**config.mk**
```make
export PLATFORM = sky130hd
export DESIGN_NAME = mem_stage_lsu
export DESIGN_NICKNAME = d
export VERILOG_FILES = /design/src/rtl/mem_stage_lsu.sv
export SDC_FILE = /design/constraint.sdc
export NUM_CORES = 1
export LEC_CHECK = 0
export BUFFER_PORTS_ARGS = -buffer_cell sky130_fd_sc_hd__buf_2
export CELL_PAD_IN_SITES_DETAIL_PLACEMENT = 1
export CELL_PAD_IN_SITES_GLOBAL_PLACEMENT = 2
export CORE_MARGIN = 5
export CORE_UTILIZATION = 28
export CTS_CLUSTER_SIZE = 24
export DETAILED_ROUTE_END_ITERATION = 10
export PLACE_DENSITY = 0.89
export RECOVER_POWER = 25
export SLEW_MARGIN = 20
export SYNTH_ARGS = -nofsm -noshare
export SYNTH_HDL_FRONTEND = slang
export SYNTH_SLANG_ARGS = --single-unit
```
**constraint.sdc**
```tcl
create_clock -name clk -period 2.8 [get_ports clk]
set_clock_uncertainty 0.15 [all_clocks]
set_input_delay 0.42 -clock clk [delete_from_list [all_inputs] [get_ports clk]]
set_output_delay 0.42 -clock clk [all_outputs]
set_load 0.03 [all_outputs]
```
**src/rtl/mem_stage_lsu.sv**
```systemverilog
// mem_stage_lsu: MEM-stage load/store unit driving a req/ack data bus and stalling the pipeline until completion.
module mem_stage_lsu #(
   parameter int TIMEOUT = 16
) (
   input  logic        clk,
   input  logic        reset,
   input  logic        MemReadM,
   input  logic        MemWriteM,
   input  logic        ByteM,
   input  logic [31:0] ALUResultM,
   input  logic [31:0] WriteDataM,
   output logic [31:0] ReadDataM,
   output logic        BusFaultM,
   output logic        StallM,
   output logic        mem_req,
   output logic        mem_we,
   output logic [31:0] mem_addr,
   output logic [31:0] mem_wdata,
   output logic [3:0]  mem_be,
   input  logic [31:0] mem_rdata,
   input  logic        mem_ack
);
   localparam int CW = (TIMEOUT > 1) ? $clog2(TIMEOUT) : 1;
   typedef enum logic [1:0] {IDLE, ACCESS, DONE} state_t;
   state_t        r_state, w_next;
   logic [CW-1:0] r_cnt;
   logic          r_fault, r_load, r_byte;
   logic [1:0]    r_lane;
   logic          w_access, w_mis, w_tmo;
   logic [31:0]   w_shift;
   assign w_access = MemReadM | MemWriteM;
   assign w_mis    = ~ByteM & (|ALUResultM[1:0]);
   assign w_tmo    = ~mem_ack & (r_cnt == CW'(TIMEOUT - 1));
   assign w_shift  = mem_rdata >> {r_lane, 3'b000};
   always_ff @(posedge clk)
      if (reset) r_state <= IDLE;
      else       r_state <= w_next;
   always_comb begin
      w_next    = r_state;
      StallM    = 1'b0;
      BusFaultM = 1'b0;
      case (r_state)
         IDLE: begin
            StallM = w_access;
            w_next = w_access ? (w_mis ? DONE : ACCESS) : IDLE;
         end
         ACCESS: begin
            StallM = 1'b1;
            w_next = (mem_ack | w_tmo) ? DONE : ACCESS;
         end
         DONE: begin
            BusFaultM = r_fault;
            w_next    = IDLE;
         end
         default: w_next = IDLE;
      endcase
   end
   // The access shape is latched at issue so completion does not depend on the stalled inputs.
   always_ff @(posedge clk) begin
      if (reset) begin
         ReadDataM <= '0;
         mem_req   <= 1'b0;
         mem_we    <= 1'b0;
         mem_addr  <= '0;
         mem_wdata <= '0;
         mem_be    <= '0;
         r_cnt     <= '0;
         r_fault   <= 1'b0;
         r_load    <= 1'b0;
         r_byte    <= 1'b0;
         r_lane    <= '0;
      end else if (r_state == IDLE) begin
         if (w_access) begin
            r_fault <= w_mis;
            if (!w_mis) begin
               mem_req   <= 1'b1;
               mem_we    <= MemWriteM;
               mem_addr  <= {ALUResultM[31:2], 2'b00};
               mem_be    <= ByteM ? 4'b0001 << ALUResultM[1:0] : 4'hF;
               mem_wdata <= ByteM ? {4{WriteDataM[7:0]}} : WriteDataM;
               r_cnt     <= '0;
               r_load    <= ~MemWriteM;
               r_byte    <= ByteM;
               r_lane    <= ALUResultM[1:0];
            end
         end
      end else if (r_state == ACCESS) begin
         r_cnt <= r_cnt + CW'(1);
         if (mem_ack) begin
            mem_req <= 1'b0;
            r_fault <= 1'b0;
            if (r_load) ReadDataM <= r_byte ? {24'b0, w_shift[7:0]} : mem_rdata;
         end else if (w_tmo) begin
            mem_req <= 1'b0;
            r_fault <= 1'b1;
            if (r_load) ReadDataM <= '0;
         end
      end
   end
endmodule

```
* Word level (Yosys, flattened, before mapping) *
Index checks and enable logic that the tools add are counted.

cells by class
  mux-type cells = 28
  reduce and logical (&&, ||, !) cells = 10
  shift operators = 2
  eq/ne operators = 5
  bitwise logic cells = 9
  $add $sub $neg = 1

operators by type and width
  operator                                         number
  two-way mux 32 bit                               6
  right shift 32 x 5 -> 8 bit                      1
  two-way mux 4 bit                                5
  two-way mux 1 bit                                12
  AND reduction 3 bit                              3
  AND reduction 4 bit                              2
  two-way mux 2 bit                                3
  NOT 1 bit                                        5
  adder 4 x 1 -> 4 bit, second input constant      1
  == test 4 bit, second input constant             1
  inequality test 2 bit, second input constant     2
  case mux 2 bit (2 select lines)                  1
  nonzero test 2 bit                               2
  << shifter 1 x 2 -> 4 bit, first input constant  1
  nonzero test 3 bit                               1
  bitwise AND 1 bit                                2
  == test 2 x 1 -> 1 bit, second input constant    1
  == test 2 bit, second input constant             1
  logical NOT 2 bit                                1
  bitwise OR 1 bit                                 2
  case mux 1 bit (2 select lines)                  1
  OR reduction 2 bit                               1

word-level totals
  word-level logic and storage cells = 67
  output and inout bits = 104
  bits in registers = 111
  input bits = 102

* Depth between registers and ports, before layout *
Gate-level depths: netlist (run 1).

  depth in word-level cells = 6
  mapped depth = 7
  mapped depth without buffers = 5

* Worst setup path after synthesis (run 1) *
OpenSTA, ideal clock, no wires.

  kind = reg2reg
  from = register r_cnt[0]
  to = register ReadDataM[12]
  clock period less this slack = 1746 ps
  library setup time = 60 ps
  data required time = 2590 ps
  stages on the path, launching flop included = 6
  buffers on the path = 1
  path slack = 1054 ps
  arrival time = 1537 ps
  path through = dfxtp_1 -> ha_1 -> a31o_2 -> a31oi_1 -> clkbuf_1 -> a22o_1

between the ends
  cells in the longest elaborated chain, start to end = 4

ends and longest elaborated chain
  element                        RTL line  source
  start, declared                26        logic [CW-1:0] r_cnt;
  start signal, assigned         88        r_cnt <= r_cnt + CW'(1);
  == test 4 bit                  33        assign w_tmo = ~mem_ack & (r_cnt == CW'(TIMEOUT - 1));
  bitwise AND 1 bit              33
  nonzero test 2 bit (no line)   -
  AND reduction 4 bit (no line)  -
  end signal, assigned           92        if (r_load) ReadDataM <= r_byte ? {24'b0, w_shift[7:0]} : mem_rdata;
  end, declared                  12        output logic [31:0] ReadDataM,

Every way passes these cells.
A chain may end at the register's enable or synchronous reset.

* Worst setup path in the final report (run 1) *
  from = register r_state[0]
  to = register ReadDataM[14]

between the ends
  cells in the longest elaborated chain, start to end = 3
  elaborated cells on any way between the ends = 4

ends and longest elaborated chain
  element                          RTL line  source
  start, declared                  25        state_t r_state, w_next;
  start signal, assigned           37        else r_state <= w_next;
  logical NOT 2 bit                72        end else if (r_state == IDLE) begin
  NOT 1 bit (no line)              -
  AND reduction 4 bit (no line) *  -

Mark *: on every way between the ends. The rest lies on a longest branch, timed or not.

==> impl_metrics.yaml, run 1 <==
status:
  status: "finished clean"
clocking:
  cts_tree: "built"
  insertion_delay_ps: 360
  htree_levels: 3
  cts_made_buffers: 9
  clock-sinks: 111
  root_buffer: "clkbuf_16"
  cts_resized: 0
  cts_setup_buffers: 0
  cts.clk_slew.worst_paths_ps: 80
  hold_buffers: 0
  clockBufferDepth: 2
logic_synthesis:
  syn-cell-area_um2: 4370
  synth_most_common_cell: "dfxtp_1"
  synth.avg_cell_area_um2: 8.92
  yosys_warnings: 0
  synth_top_cells_by_count: "dfxtp_1 (111), nand2_1 (87), a21oi_1 (48)"
  synth-async-reset-ratio_pct: 0
  synth.top_cell.area_share_pct: 50.9
  seq_area_frac_synth_pct: 50.9
  synth_edf_count: 0
  synth_area_leaders: "dfxtp_1 (51%), nand2_1 (7.5%), mux2i_1 (6.2%), a21oi_1 (5.5%), a22o_1 (5.2%)"
  yosysUniqueCellTypes: 42
  synth_area_leader_cell: "dfxtp_1"
  yosys_most_used_dff: "dfxtp_1"
  synth_cells: 490
  ys_seq_elements: 111
sta:
  setup_viol: 0
  finalSetupTns_ps: 0
  min_period_over_period_pct: 82.5
  slew_headroom_pct: 34.6
  slew_viol_final: 0
  max_freq_mhz: 433
  finalHoldViolations: 0
  rsz0062_at_grt: "no"
  period_minus_slack_ps: 2310
  tightestPinTransition_ps: 979
worst_setup_path:
  required_ps: 2940
  max_stage_delay_ps: 820
  critical_path_peak_fanout: 24
  criticalPathCategory: "reg2reg"
  path_cells: "and2b_1 > nand4b_2 > nor2_2 > a22o_1"
  startpoint_type: "flip-flop"
  worstPathArrival_ps: 2460
  cp-end-kind: "flip-flop"
  critPathSlowestCell: "nor2_2"
power:
  pwr-share-seq_pct: 47.0
  power.internal_mw: 2.53
  p_sw_mw: 1.23
  max-vdd-ir-drop_uv: 286
  powerDensity_nw_per_um2: 654
  clkPwrFrac_pct: 32.4
  p_leak_nw: 2.50
  p_comb_share_pct: 20.7
  p_sw_share_pct: 32.6
cells_and_area:
  diodes: 0
  drive_gt1_share_pct: 26.3
  finalInstanceArea_um2: 5740
  final_nets: 777
  fillerInstances: 1894
  syn_to_final_growth_pct: 31.4
floorplan:
  coreArea_um2: 15300
  std_cell_rows: 45
  fp.dieH_um: 135
  start_util_pct: 28.6
  dieArea_um2: 18200
  die_w_um: 135
  boundaryPins: 206
route:
  drtIter0Drc: 187
  vias: 4313
  dr.pass1.iters: 4
  wl_per_cell_um: 16.6
  routed_wirelength_um: 14700
  post_drt_via_cell_ratio: 4.85
  drc: 0
  ant_nets: 0
global_route:
  grt_max_degree: 92
  grt_usage_pct: 15.9
  grt_antenna_before_repair: 1
  gr-total-overflow: 0
  grt_pass1_wl_um: 22900
  grt_pass1_vias: 4364
place:
  dp_hpwl_um: 10900
  io_buffers: 203
  place_congestion: 0.792
  dpl_cell_area_um2: 5540
worst_hold_path:
  hp-class: "in2reg"
job:
  cap_violations: 0
[power by group through the flow]
stage	Clock [mW]	Sequential [mW]	Combinational, mW
4_1_cts	1.27	1.76	0.806
5_1_grt	1.32	1.78	0.849
3_3_place_gp	0	1.79	0.783
6_report	1.22	1.76	0.776
2_1_floorplan	0	1.98	0.332
3_5_place_dp	0	1.80	0.805
[final cells by class]
cell class / instances / area (µm²) / share of cell area [%]
clock buffer: 10 / 229 / 3.99
tap: 211 / 264 / 4.60
multi-input combinational: 328 / 1930 / 33.5
timing repair buffer: 209 / 1010 / 17.6
sequential: 111 / 2220 / 38.7
clock inverter: 5 / 36.3 / 0.632
inverter: 15 / 56.3 / 0.981
[through the flow]
stage | hold WS [ps] | setup WS (ps) | power [mW] | utilization (%) | cells
after global routing | 128 | 291 | 3.95 | 37.6 | 889
after floorplan | 322 | 1050 | 2.31 | - | 491
final | 135 | 489 | 3.76 | 37.6 | 889
after CTS | 121 | 463 | 3.84 | 38.1 | 889
after global placement | 289 | 642 | 2.57 | 36.3 | 874
after detailed placement | 298 | 481 | 2.60 | 36.3 | 874
[state kept, by name, summed over array words and instances (netlist names)]
name,count
ReadDataM,32
mem_addr,30
mem_be,4
mem_req,1
mem_wdata,32
mem_we,1
r_byte,1
r_cnt,4
r_fault,1
r_lane,2
r_load,1
r_state,2
[layout by cell type, fill, tap and decap left out, drive strengths merged, types with 2 or more instances in the layout]
cell type  count
buf          157
dfxtp        111
nand2         87
clkbuf        62
a21oi         48
nor2          46
mux2i         27
a211oi        27
a22o          26
inv           15
o21ai          8
o22ai          6
a311oi         6
o31ai          6
nor3           5
a31oi          4
nand3          3
a32oi          3
clkinvlp       3
or3            2
and2           2
nand2b         2
nor4bb         2
conb           2
or2            2
clkinv         2
[per-layer routing]
metal  vias to the layer above  track usage [%]  wire, µm  part of all wire [%]
met5                         -                0        11                 0.075
met4                         2             5.37       253                   1.7
met3                        21             6.37      1370                   9.3
met2                       162             26.8      6990                    47
met1                      2042             18.3      6110                    41
li1                       2086                -         -                     -
[worst max-delay path: cells and delay by family, from the launching register on]
kind	cells	cell delay (ps)
compound gates	1	240
flops	1	460
simple gates	3	1390
[kinds of logic after synthesis]
group	Yosys count	synth area share (%)
fa+ha+maj	1	0.286
compound gates	141	21.9
buf+inv	52	5.30
other cells	1	0.0858
simple gates	156	15.2
mux	27	6.19
flops	111	50.9
xor+xnor	1	0.200
[final timing paths]
check	depth (start not counted)	slack (ps)	startpoint	endpoint
max reg2reg	4	490	r_state[0]	ReadDataM[14]
min reg2reg	2	300	mem_be[1]	mem_be[1]
max	4	490	r_state[0]	ReadDataM[14]
min	2	130	mem_rdata[16]	ReadDataM[16]
No activity file was read; power rests on OpenSTA's default activity.
==> run 2: changes to the inputs <==
--- a/config.mk
+++ b/config.mk
@@ -9,10 +9,10 @@
 export CELL_PAD_IN_SITES_DETAIL_PLACEMENT = 1
 export CELL_PAD_IN_SITES_GLOBAL_PLACEMENT = 2
 export CORE_MARGIN = 5
-export CORE_UTILIZATION = 28
+export CORE_UTILIZATION = 26
 export CTS_CLUSTER_SIZE = 24
 export DETAILED_ROUTE_END_ITERATION = 10
-export PLACE_DENSITY = 0.89
+export PLACE_DENSITY = 0.83
 export RECOVER_POWER = 25
 export SLEW_MARGIN = 20
 export SYNTH_ARGS = -nofsm -noshare
==> constraint.sdc (replaced) <==
create_clock -name clk -period 2.22 [get_ports clk]
set_clock_uncertainty 0.15 [all_clocks]
set_input_delay 0.333 -clock clk [delete_from_list [all_inputs] [get_ports clk]]
set_output_delay 0.333 -clock clk [all_outputs]
set_load 0.03 [all_outputs]
==> impl_metrics.yaml, run 2 (synthesis results as in run 1) <==
place:
  place_congestion: 0.786
  dp_hpwl_um: 11100
  io_buffers: 203
  dpl_cell_area_um2: 5570
  dp_slack_ps: 307
sta:
  max_freq_mhz: 508
  period_minus_slack_ps: 1970
  finalHoldViolations: 0
  slew_headroom_pct: 52.9
  finalSetupTns_ps: 0
  rsz0062_at_grt: "no"
  fin_ws_ps: 253
  setup_viol: 0
  min_period_over_period_pct: 88.6
  tightestPinTransition_ps: 707
  slew_viol_final: 0
job:
  cap_violations: 0
worst_setup_path:
  path_cells: "o21ai_0 > a311oi_1 > o31ai_1"
  max_stage_delay_ps: 750
  reg2reg_from: "r_lane[1]"
  cp_top_family: "compound AO/OA/AOI/OAI gates"
  critPathSlowestCell: "dfxtp_1"
  worstPathArrival_ps: 2040
  cp-end-kind: "flip-flop"
  required_ps: 2290
  crit_buf_inv: 0
  startpoint_type: "flip-flop"
  critical_path_peak_fanout: 20
  critPathLaunch: "r_lane[1]"
  criticalPathCategory: "reg2reg"
power:
  pwr-share-seq_pct: 47.5
  power.total_mw: 4.69
  clkPwrFrac_pct: 31.5
  p_comb_share_pct: 20.9
  powerDensity_nw_per_um2: 814
  p_sw_share_pct: 32.0
  max-vdd-ir-drop_uv: 347
  power.internal_mw: 3.19
  p_sw_mw: 1.50
  p_leak_nw: 2.51
clocking:
  cts.clk_slew.worst_paths_ps: 70
  clock-sinks: 111
  clockBufferDepth: 2
  root_buffer: "clkbuf_16"
  cts_setup_buffers: 0
  hold_buffers: 0
  cts_made_buffers: 9
  cts_tree: "built"
  htree_levels: 3
  cts_resized: 0
  insertion_delay_ps: 350
floorplan:
  coreArea_um2: 16500
  die_w_um: 140
  std_cell_rows: 47
  dieArea_um2: 19500
  boundaryPins: 206
  start_util_pct: 26.4
  fp.dieH_um: 140
route:
  routed_wirelength_um: 14800
  drc: 0
  wl_met3_um: 1300
  post_drt_via_cell_ratio: 4.69
  ant_nets: 0
  wl_per_cell_um: 16.5
  dr.pass1.iters: 4
  wl_met1_um: 6440
  highest_layer: "met4"
  drtIter0Drc: 104
  met2WireLength_um: 6850
  vias: 4213
cells_and_area:
  fillerInstances: 2028
  final_cell_mix: "buf_2 (151), dfxtp_1 (111), nand2_1 (87)"
  diodes: 0
  final_nets: 778
  syn_to_final_growth_pct: 31.9
  drive_gt1_share_pct: 26.3
  largestRegisters: "ReadDataM (32), mem_wdata (32), mem_addr (30)"
  finalInstanceArea_um2: 5760
  layout_commonest_cell: "buf_2"
global_route:
  grt_pass1_wl_um: 23100
  grt_max_degree: 92
  grt_antenna_before_repair: 0
  grt_pass1_vias: 4378
  grt_usage_pct: 14.7
  gr-total-overflow: 0
worst_hold_path:
  hp-class: "in2reg"
  worstHoldStart: "mem_rdata[14]"
status:
  status: "finished clean"
[run 2: cell types whose count changed in the layout (fill, tap and decap cells not counted)]
| cell | delta |
|---|---|
| buf_12 | +1 |
| clkinvlp_4 | -1 |
| clkinv_4 | -1 |
| clkinv_2 | +1 |
[run 2: power groups by stage]
stage	registers (mW)	logic, mW	clock network [mW]
finish	2.23	0.981	1.48
global route	2.25	1.07	1.61
CTS	2.23	1.02	1.54
detailed placement	2.27	1.02	0
global placement	2.27	0.991	0
floorplan	2.50	0.419	0
[run 2: final cells by class]
class / instances / area, µm² / share of cell area [%]
Timing Repair Buffer: 210 / 1030 / 17.9
Clock buffer: 10 / 229 / 3.97
Clock inverter: 4 / 25.0 / 0.434
Multi-Input combinational cell: 328 / 1930 / 33.4
Inverter: 15 / 56.3 / 0.977
Sequential cell: 111 / 2220 / 38.6
Tap cell: 220 / 275 / 4.78
[run 2: layer usage]
layer | vias to the layer above | GRT usage (%)
met5 | - | 0
met4 | 0 | 4.90
met3 | 15 | 5.90
met2 | 149 | 24.0
met1 | 1965 | 17.7
li1 | 2084 | -
[run 2: through the flow]
step	hold WS [ps]	utilization, %	instances
final	59.3	34.9	898
after global routing	49.5	34.9	898
after CTS	42.3	35.3	898
after detailed placement	288	33.7	884
after global placement	289	33.7	884
after floorplan	279	-	491
[run 2: path summary, 6_finish.rpt]
| kind | endpoint | slack, ps | cells past startpoint |
|---|---|---|---|
| worst max-delay path | ReadDataM[1] | 250 | 3 |
| worst min-delay path | ReadDataM[14] | 60 | 2 |
| worst max register to register | ReadDataM[1] | 250 | 3 |
| worst min register to register | mem_wdata[1] | 300 | 2 |
